File: config.mk
export PLATFORM = sky130hd
export DESIGN_NAME = keypad_matrix_emulator_flat
export DESIGN_NICKNAME = d
export VERILOG_FILES = /design/src/rtl/keypad_matrix_emulator_if.sv /design/src/rtl/keypad_matrix_emulator.sv /design/src/flat_wrapper.sv
export SDC_FILE = /design/constraint.sdc
export NUM_CORES = 1
export LEC_CHECK = 0
export CAP_MARGIN = 0
export CORE_UTILIZATION = 40
export CTS_CLUSTER_SIZE = 14
export DETAILED_ROUTE_END_ITERATION = 10
export GPL_ROUTABILITY_DRIVEN = 0
export HOLD_SLACK_MARGIN = 0.03
export SLEW_MARGIN = 5
export SYNTH_ARGS = -nofsm -noshare
export SYNTH_HDL_FRONTEND = slang
export SYNTH_SLANG_ARGS = --single-unit
File: constraint.sdc
create_clock -name clk -period 2.41 [get_ports clk]
set_input_delay 0.3615 -clock clk [delete_from_list [all_inputs] [get_ports clk]]
set_output_delay 0.3615 -clock clk [all_outputs]
set_load 0.1 [all_outputs]
File: src/rtl/keypad_matrix_emulator_if.sv
// Key submission bus between a test sequencer (master) and the keypad
// emulator (slave): one key code per valid/ready handshake plus abort and
// status returns.
interface keypad_matrix_emulator_if;
  logic       key_valid;
  logic [3:0] key_code;
  logic       key_ready;
  logic       key_abort;
  logic       busy;
  logic       key_error;

  modport master (
    output key_valid, key_code, key_abort,
    input  key_ready, busy, key_error
  );

  modport slave (
    input  key_valid, key_code, key_abort,
    output key_ready, busy, key_error
  );
endinterface

File: src/rtl/keypad_matrix_emulator.sv
// 4x4 membrane keypad emulator. Presses one key per handshake with contact
// bounce, holds it, releases it with bounce and then enforces an open gap.
// The column return is combinational from the scanner's row strobe so the
// scanner sees the contact in the same cycle it drives the row.
module keypad_matrix_emulator #(
  parameter int BOUNCE_PHASES = 6,
  parameter int BOUNCE_PERIOD = 3,
  parameter int HOLD_CYCLES   = 100,
  parameter int GAP_CYCLES    = 60
) (
  input  logic                           clk,
  input  logic                           rst,
  keypad_matrix_emulator_if.slave        kbus,
  input  logic [3:0]                     lin_matriz,
  output logic [3:0]                     col_matriz,
  output logic                           contact
);

  localparam int CNT_MAX0 = (BOUNCE_PERIOD > HOLD_CYCLES) ? BOUNCE_PERIOD : HOLD_CYCLES;
  localparam int CNT_MAX  = (CNT_MAX0 > GAP_CYCLES) ? CNT_MAX0 : GAP_CYCLES;
  localparam int CNT_W    = $clog2(CNT_MAX + 1);
  // A zero-phase build still needs a legal one-bit phase register.
  localparam int PH_W     = (BOUNCE_PHASES > 0) ? $clog2(BOUNCE_PHASES + 1) : 1;

  localparam logic [CNT_W-1:0] PER_LOAD  = CNT_W'(BOUNCE_PERIOD - 1);
  localparam logic [CNT_W-1:0] HOLD_LOAD = CNT_W'(HOLD_CYCLES - 1);
  localparam logic [CNT_W-1:0] GAP_LOAD  = CNT_W'(GAP_CYCLES - 1);
  localparam logic [PH_W-1:0]  PH_LAST   = PH_W'(BOUNCE_PHASES - 1);

  typedef enum logic [2:0] {
    IDLE,
    PRESS_BOUNCE,
    HOLD,
    REL_BOUNCE,
    GAP
  } state_t;

  state_t           state_q;
  logic [CNT_W-1:0] cnt_q;
  logic [PH_W-1:0]  phase_q;
  logic             contact_q;
  logic             ready_q;
  logic             busy_q;
  logic             err_q;
  logic [3:0]       row_q;
  logic [3:0]       col_q;

  // Codes 0x0-0xB are keys; 0xC-0xF are rejected with an error pulse.
  function automatic logic code_ok(input logic [3:0] k);
    return (k <= 4'hB);
  endfunction

  // Active-low row of a key: 1-3 top row, 4-6, 7-9, then '*','0','#'.
  function automatic logic [3:0] key_row(input logic [3:0] k);
    case (k)
      4'h1, 4'h2, 4'h3: return 4'b0111;
      4'h4, 4'h5, 4'h6: return 4'b1011;
      4'h7, 4'h8, 4'h9: return 4'b1101;
      default:          return 4'b1110;
    endcase
  endfunction

  // Active-low column of a key; the fourth column (1110) is never used.
  function automatic logic [3:0] key_col(input logic [3:0] k);
    case (k)
      4'h1, 4'h4, 4'h7, 4'hA: return 4'b0111;
      4'h2, 4'h5, 4'h8, 4'h0: return 4'b1011;
      default:                return 4'b1101;
    endcase
  endfunction

  // Only a single strobed row can ever complete a circuit.
  function automatic logic one_low(input logic [3:0] v);
    case (v)
      4'b0111, 4'b1011, 4'b1101, 4'b1110: return 1'b1;
      default:                            return 1'b0;
    endcase
  endfunction

  // Press/hold/release/gap sequencer with registered contact and status.
  always_ff @(posedge clk) begin
    if (rst) begin
      state_q   <= IDLE;
      cnt_q     <= '0;
      phase_q   <= '0;
      contact_q <= 1'b0;
      ready_q   <= 1'b1;
      busy_q    <= 1'b0;
      err_q     <= 1'b0;
      row_q     <= 4'b1111;
      col_q     <= 4'b1111;
    end else begin
      err_q <= 1'b0;
      case (state_q)
        IDLE: begin
          if (kbus.key_valid && ready_q) begin
            if (code_ok(kbus.key_code)) begin
              row_q     <= key_row(kbus.key_code);
              col_q     <= key_col(kbus.key_code);
              contact_q <= 1'b1;
              ready_q   <= 1'b0;
              busy_q    <= 1'b1;
              phase_q   <= '0;
              if (BOUNCE_PHASES > 0) begin
                state_q <= PRESS_BOUNCE;
                cnt_q   <= PER_LOAD;
              end else begin
                state_q <= HOLD;
                cnt_q   <= HOLD_LOAD;
              end
            end else begin
              err_q <= 1'b1;
            end
          end
        end

        PRESS_BOUNCE: begin
          if (kbus.key_abort) begin
            state_q   <= GAP;
            cnt_q     <= GAP_LOAD;
            contact_q <= 1'b0;
          end else if (cnt_q != '0) begin
            cnt_q <= cnt_q - 1'b1;
          end else if (phase_q == PH_LAST) begin
            state_q   <= HOLD;
            cnt_q     <= HOLD_LOAD;
            contact_q <= 1'b1;
          end else begin
            // Next phase p+1 is closed when p+1 is even, i.e. when p is odd.
            phase_q   <= phase_q + 1'b1;
            cnt_q     <= PER_LOAD;
            contact_q <= phase_q[0];
          end
        end

        HOLD: begin
          if (kbus.key_abort) begin
            state_q   <= GAP;
            cnt_q     <= GAP_LOAD;
            contact_q <= 1'b0;
          end else if (cnt_q != '0) begin
            cnt_q <= cnt_q - 1'b1;
          end else if (BOUNCE_PHASES > 0) begin
            state_q   <= REL_BOUNCE;
            cnt_q     <= PER_LOAD;
            phase_q   <= '0;
            contact_q <= 1'b0;
          end else begin
            state_q   <= GAP;
            cnt_q     <= GAP_LOAD;
            contact_q <= 1'b0;
          end
        end

        REL_BOUNCE: begin
          if (kbus.key_abort) begin
            state_q   <= GAP;
            cnt_q     <= GAP_LOAD;
            contact_q <= 1'b0;
          end else if (cnt_q != '0) begin
            cnt_q <= cnt_q - 1'b1;
          end else if (phase_q == PH_LAST) begin
            state_q   <= GAP;
            cnt_q     <= GAP_LOAD;
            contact_q <= 1'b0;
          end else begin
            // Release polarity is inverted: odd phases bounce closed.
            phase_q   <= phase_q + 1'b1;
            cnt_q     <= PER_LOAD;
            contact_q <= ~phase_q[0];
          end
        end

        GAP: begin
          if (cnt_q != '0) begin
            cnt_q <= cnt_q - 1'b1;
          end else begin
            state_q <= IDLE;
            ready_q <= 1'b1;
            busy_q  <= 1'b0;
          end
        end

        default: begin
          state_q   <= IDLE;
          contact_q <= 1'b0;
          ready_q   <= 1'b1;
          busy_q    <= 1'b0;
        end
      endcase
    end
  end

  // Column return follows the scanner's row strobe within the same cycle.
  always_comb begin
    col_matriz = 4'b1111;
    if (contact_q && one_low(lin_matriz) && (lin_matriz == row_q)) begin
      col_matriz = col_q;
    end
  end

  assign contact        = contact_q;
  assign kbus.key_ready = ready_q;
  assign kbus.busy      = busy_q;
  assign kbus.key_error = err_q;

endmodule

File: src/flat_wrapper.sv
// flat-port wrapper written by rule: the top's interface ports become plain ports
module keypad_matrix_emulator_flat 
#(
  parameter int BOUNCE_PHASES = 6,
  parameter int BOUNCE_PERIOD = 3,
  parameter int HOLD_CYCLES   = 100,
  parameter int GAP_CYCLES    = 60
)
  (clk, rst, lin_matriz, col_matriz, contact, kbus_key_valid, kbus_key_code, kbus_key_abort, kbus_key_ready, kbus_busy, kbus_key_error);
  keypad_matrix_emulator_if kbus_i ();
  input  logic clk;
  input  logic rst;
  input  logic [3:0] lin_matriz;
  output logic [3:0] col_matriz;
  output logic contact;
  input wire logic [$bits(kbus_i.key_valid)-1:0] kbus_key_valid;
  input wire logic [$bits(kbus_i.key_code)-1:0] kbus_key_code;
  input wire logic [$bits(kbus_i.key_abort)-1:0] kbus_key_abort;
  output wire logic [$bits(kbus_i.key_ready)-1:0] kbus_key_ready;
  output wire logic [$bits(kbus_i.busy)-1:0] kbus_busy;
  output wire logic [$bits(kbus_i.key_error)-1:0] kbus_key_error;
  assign kbus_i.key_valid = kbus_key_valid;
  assign kbus_i.key_code = kbus_key_code;
  assign kbus_i.key_abort = kbus_key_abort;
  assign kbus_key_ready = kbus_i.key_ready;
  assign kbus_busy = kbus_i.busy;
  assign kbus_key_error = kbus_i.key_error;
  keypad_matrix_emulator #(.BOUNCE_PHASES(BOUNCE_PHASES), .BOUNCE_PERIOD(BOUNCE_PERIOD), .HOLD_CYCLES(HOLD_CYCLES), .GAP_CYCLES(GAP_CYCLES)) u_core (.clk(clk), .rst(rst), .kbus(kbus_i), .lin_matriz(lin_matriz), .col_matriz(col_matriz), .contact(contact));
endmodule
==> impl_metrics.json, run 1 <==
{
  "outcome": "finished, final reports clean",
  "die_x_um": 66.3,
  "leakage_nw": 0.826,
  "post-cts-setup-buffer-count": 0,
  "cts.repair.resized": 0,
  "tightest_slew_ns": 0.503,
  "slew_viol_final": 0,
  "hold_buffers": 0,
  "cap_violations": 0,
  "cts_buffers": 3,
  "grt_setup_unrepaired": "false",
  "design_area_um2": 1980,
  "fmax_mhz": 448,
  "end_kind": "output port",
  "synthCells": 208,
  "multi_input_area_um2": 1060,
  "port_buffers": 18,
  "syn_area_per_cell_um2": 7.96,
  "crit_fanout": 3,
  "setup_viol_count_final": 0,
  "total_power_w": 0.00194,
  "grtUsageTotal_pct": 19.2,
  "grt_pass1_wl_mm": 6.47,
  "antenna_found_initial": 0,
  "io_pins": 20,
  "worstSetupPathType": "input port to output port",
  "cts_tree": "yes",
  "fillers": 406,
  "synth-seq-cells": 24,
  "ys_warn_count": 0,
  "hold_path.class": "flop to flop",
  "htreeDepth": 1,
  "wl_per_cell_um": 13.7,
  "cts-root-buf": "clkbuf_8",
  "detail-route-antenna-nets": 0,
  "synth-edff-count": 0,
  "clkLatencyLatePin_ns": 0.27,
  "drcViolationCount": 0,
  "vdd_drop_max_uv": 565,
  "synth_cell_type_count": 51,
  "regArea_um2": 480,
  "hold_viol_final": 0,
  "drt-total-wl_mm": 3.84,
  "cp.required_ns": 2.05,
  "start_util_pct": 41.4,
  "clk_pin_slew_worst_paths_ns": 0.09,
  "num_antenna_cells": 0,
  "p_per_area_nw_per_um2": 977,
  "viasPerCell": 5.50,
  "die_y_um": 66.3,
  "place_area_um2": 1930,
  "numClockSinks": 24,
  "async_reset_ff_share_pct": 0,
  "synth_nets": 230,
  "ys_seq_area_share_pct": 29.0,
  "fp.coreArea_um2": 4000,
  "synth_top_cell_area_share_pct": 29.0,
  "clockBufferDepth": 2,
  "yosysTopAreaCell": "dfxtp_1",
  "drive_gt1_share_pct": 13.9,
  "critPathArrivalTime_ns": 1.87,
  "die_area_um2": 4400,
  "yosys-top-cells-count": "dfxtp_1, nor2_1, a21oi_1, nand2_1, inv_1",
  "fin_skew_ns": 0.00578,
  "syn_to_final_growth_pct": 19.7,
  "slew_headroom_pct": 66.3,
  "grt_pass1_vias": 1395,
  "firstDrtPassIters": 4,
  "drt_iter0_drc": 77,
  "finalCritPeriodShare_pct": 92.5,
  "fin_tns_setup_ns": 0,
  "synth_area_leaders": "dfxtp_1, ha_1, a21oi_1",
  "num-nets-final": 253,
  "overflow": 0,
  "cp-start-kind": "input port",
  "rows": 23,
  "dp_hpwl_mm": 2.82,
  "syn_area_um2": 1660,
  "grt_max_degree": 16,
  "final_util_pct": 49.5,
  "vias": 1540,
  "yosys.cell_count.top_type": "dfxtp_1",
  "yosys_most_used_dff": "dfxtp_1",
  "layout_min_cycle_time_ns": 2.23
}
layer usage:
metal  routed length (µm)  GRT usage, %  up-vias
met1                 1980          27.7      706
li1                     -             -      801
met4                   46          6.91        0
met3                  164          2.41        4
met5                    0             0        -
met2                 1640          29.0       29
power by group:
group / total, W / switching (W) / internal [W]
Combinational: 0.00106 / 0.000645 / 0.000419
Clock: 0.000287 / 0.000140 / 0.000146
Sequential: 0.000585 / 0.000103 / 0.000482
Total: 0.00194 / 0.000888 / 0.00105
critical path, stage by stage:
cell	delay (ns)
clkdlybuf4s50_1	0.48
nand2_1	0.07
o32ai_1	0.21
a32oi_1	0.13
nor3_1	0.17
buf_4	0.17
nand2b_1	0.09
buf_12	0.18
placed cells by master (no fill, tap or decap), drive strengths merged, types with 2 or more instances in the layout:
| master | n |
|---|---|
| a211o | 5 |
| a211oi | 3 |
| a21boi | 2 |
| a21oi | 15 |
| a22o | 3 |
| a31o | 2 |
| a31oi | 6 |
| a32o | 2 |
| and2 | 4 |
| and3 | 2 |
| buf | 17 |
| clkbuf | 4 |
| clkdlybuf4s50 | 11 |
| dfxtp | 24 |
| ha | 10 |
| inv | 12 |
| mux2i | 5 |
| nand2 | 15 |
| nand2b | 6 |
| nand3 | 6 |
| nand3b | 2 |
| nand4 | 3 |
| nor2 | 20 |
| nor2b | 4 |
| nor3 | 8 |
| nor3b | 2 |
| nor4 | 3 |
| o21ai | 10 |
| o21bai | 4 |
| o22ai | 2 |
| or2 | 2 |
| or3 | 2 |
stage by stage:
step	setup slack, ns	hold WS, ns	instances
floorplan	0.0386	0.426	208
CTS	0.101	0.467	280
finish	0.180	0.460	280
global placement	0.168	0.442	276
global route	0.00782	0.480	280
detailed placement	0.129	0.443	276
final timing paths:
path	to	start	cells after the start	slack, ns
max	col_matriz[2]	lin_matriz[0]	8	0.18
min	u_core.col_q[3]	u_core.col_q[3]	1	0.46
max reg2reg	u_core.phase_q[2]	u_core.cnt_q[0]	8	0.29
min reg2reg	u_core.col_q[3]	u_core.col_q[3]	1	0.46
registers in the layout, summed over array words and instances (netlist names):
register / count
u_core.phase_q: 3
u_core.col_q: 3
u_core.cnt_q: 7
u_core.kbus.busy: 1
u_core.kbus.key_error: 1
u_core.kbus.key_ready: 1
u_core.row_q: 4
u_core.state_q: 3
u_core.contact: 1
logic make-up after synthesis:
logic type	count (synthesis)	share of synthesized area [%]
simple gates	82	26.9
compound gates	63	26.0
flops	24	29.0
buf+inv	22	6.73
fa+ha+maj	10	7.56
mux	5	3.02
other cells	1	0.227
xor+xnor	1	0.529
area by class of cell:
cell class / count / area share [%]
tap: 50 / 3.16
timing repair buffer: 28 / 13.9
clock buffer: 4 / 2.78
inverter: 12 / 2.27
sequential: 24 / 24.2
multi-input combinational: 162 / 53.7
Power figures use the tool's default switching activity.
==> inputs of run 2 (changes only) <==
--- a/config.mk
+++ b/config.mk
@@ -6,12 +6,16 @@
 export NUM_CORES = 1
 export LEC_CHECK = 0
 export CAP_MARGIN = 0
-export CORE_UTILIZATION = 40
+export CELL_PAD_IN_SITES_DETAIL_PLACEMENT = 0
+export CELL_PAD_IN_SITES_GLOBAL_PLACEMENT = 2
+export CORE_UTILIZATION = 33
 export CTS_CLUSTER_SIZE = 14
 export DETAILED_ROUTE_END_ITERATION = 10
 export GPL_ROUTABILITY_DRIVEN = 0
 export HOLD_SLACK_MARGIN = 0.03
+export PLACE_DENSITY_LB_ADDON = 0.1
 export SLEW_MARGIN = 5
 export SYNTH_ARGS = -nofsm -noshare
 export SYNTH_HDL_FRONTEND = slang
 export SYNTH_SLANG_ARGS = --single-unit
+export TNS_END_PERCENT = 100
==> run 2 against run 1 <==
  * First-iteration DRC count is 45% higher
  * Global-route usage is 2.0 points lower
  * Power is 0.54% higher
  * Via count is 2.9% higher
  * Combinational power hardly changed
  * Sequential share of layout area hardly changed
  * Register-to-register slack better by 0.02 ns
  * Flip-flop and latch count stayed put
  * Largest cell class unchanged
==> impl_metrics.json, run 2 (synthesized netlist as in run 1, its figures left out) <==
{
  "largest_register_ffs": 7,
  "fin_tns_setup_ns": 0,
  "detail-route-antenna-nets": 0,
  "vias": 1585,
  "worstSetupPathType": "input port to output port",
  "fmax_mhz": 437,
  "final_util_pct": 41.5,
  "drt-total-wl_mm": 4.20,
  "rows": 25,
  "die_x_um": 72.8,
  "fin_skew_ns": 0.0124,
  "slew_viol_final": 0,
  "hold_path.class": "flop to flop",
  "overflow": 0,
  "grt_pass1_wl_mm": 7.07,
  "p_sw_share_pct": 46.8,
  "outcome": "finished, final reports clean",
  "grt_setup_unrepaired": "false",
  "clkLatencyLatePin_ns": 0.27,
  "tightest_slew_ns": 0.615,
  "cap_violations": 0,
  "clockBufferDepth": 2,
  "vdd_drop_max_uv": 451,
  "regMostFlops": "u_core.cnt_q",
  "drive_gt1_share_pct": 13.2,
  "grt_pass1_vias": 1485,
  "leakage_nw": 0.810,
  "power_frac_comb_pct": 55.2,
  "htreeDepth": 1,
  "viasPerCell": 5.39,
  "cts_buffers": 3,
  "cp.required_ns": 2.05,
  "port_buffers": 18,
  "slew_headroom_pct": 58.7,
  "firstDrtPassIters": 4,
  "io_pins": 20,
  "wl_per_cell_um": 14.3,
  "cts-root-buf": "clkbuf_8",
  "die_area_um2": 5300,
  "final_common_cell": "dfxtp_1",
  "start_util_pct": 34.6,
  "fp.coreArea_um2": 4790,
  "p_int_w": 0.00103,
  "post-cts-setup-buffer-count": 0,
  "drt_iter0_drc": 112,
  "hold_buffers": 0,
  "mostFrequentLayoutCells": "dfxtp_1, nor2_1, nand2_1, a21oi_1, inv_1",
  "hold_viol_final": 0,
  "grtUsageTotal_pct": 17.2,
  "end_kind": "output port",
  "num_antenna_cells": 0,
  "die_y_um": 72.8,
  "numClockSinks": 24,
  "critPathArrivalTime_ns": 1.93,
  "cp-start-kind": "input port",
  "p_switching_w": 0.000912,
  "grt_max_degree": 16,
  "crit_fanout": 3,
  "drcViolationCount": 0,
  "top_regs": "u_core.cnt_q x7, u_core.row_q x4",
  "p_per_area_nw_per_um2": 980,
  "finalCritPeriodShare_pct": 94.9,
  "dp_hpwl_mm": 3.21,
  "antenna_found_initial": 0,
  "sequentialPowerShare_pct": 30.6,
  "cts.repair.resized": 0,
  "num-nets-final": 250,
  "syn_to_final_growth_pct": 20.0,
  "setup_viol_count_final": 0,
  "power.share.clock_pct": 14.2,
  "clk_pin_slew_worst_paths_ns": 0.08,
  "cts_tree": "yes",
  "layout_min_cycle_time_ns": 2.29
}
[run 2: worst paths after layout]
check	start	to	slack (ns)	cells after the start
setup reg to reg	u_core.cnt_q[0]	u_core.phase_q[2]	0.31	8
setup / recovery	lin_matriz[0]	col_matriz[2]	0.12	7
hold / removal	u_core.col_q[1]	u_core.col_q[1]	0.47	2
hold reg to reg	u_core.col_q[1]	u_core.col_q[1]	0.47	2
[run 2: metrics by stage]
stage                     instances  power (W)  hold slack (ns)  instance area (µm²)  setup WS (ns)
after floorplan                 208    0.00141            0.426                 1660         0.0386
after global placement          290    0.00166            0.439                 1930         0.0984
after detailed placement        290    0.00167            0.460                 1930         0.0185
after CTS                       294    0.00195            0.480                 1980        0.00185
after global routing            294    0.00211            0.494                 1990        0.00364
final                           294    0.00195            0.473                 1990          0.123
[run 2: power by group through the flow]
stage               sequential [W]  combinational, W  clock (W)
global route              0.000618           0.00118   0.000310
finish                    0.000596           0.00107   0.000275
detailed placement        0.000605           0.00106          0
global placement          0.000604           0.00106          0
CTS                       0.000596           0.00107   0.000285
floorplan                 0.000676          0.000738          0
[run 2: cell type report]
| cell class | instances | area (µm²) |
|---|---|---|
| clock buffers | 4 | 55.1 |
| fillers | 508 | 2800 |
| inverters | 12 | 45.0 |
| multi-input cells | 162 | 1070 |
| flip-flops and latches | 24 | 480 |
| well taps | 67 | 83.8 |
| repair buffers | 25 | 253 |
[run 2: per-layer routing]
metal | share of wire, % | GRT usage [%] | up-vias
li1 | - | - | 796
met3 | 2.9 | 3.04 | 2
met2 | 43 | 25.8 | 32
met4 | 0.60 | 3.92 | 0
met1 | 54 | 25.6 | 755
met5 | 0 | 0 | -
[run 2: critical path, cell delays in order]
cell and delay [ns]:
clkdlybuf4s50_1 0.49, nand2_1 0.08, o32ai_1 0.22, a32oi_1 0.15
nor3_2 0.30, nand2b_1 0.14, buf_12 0.19
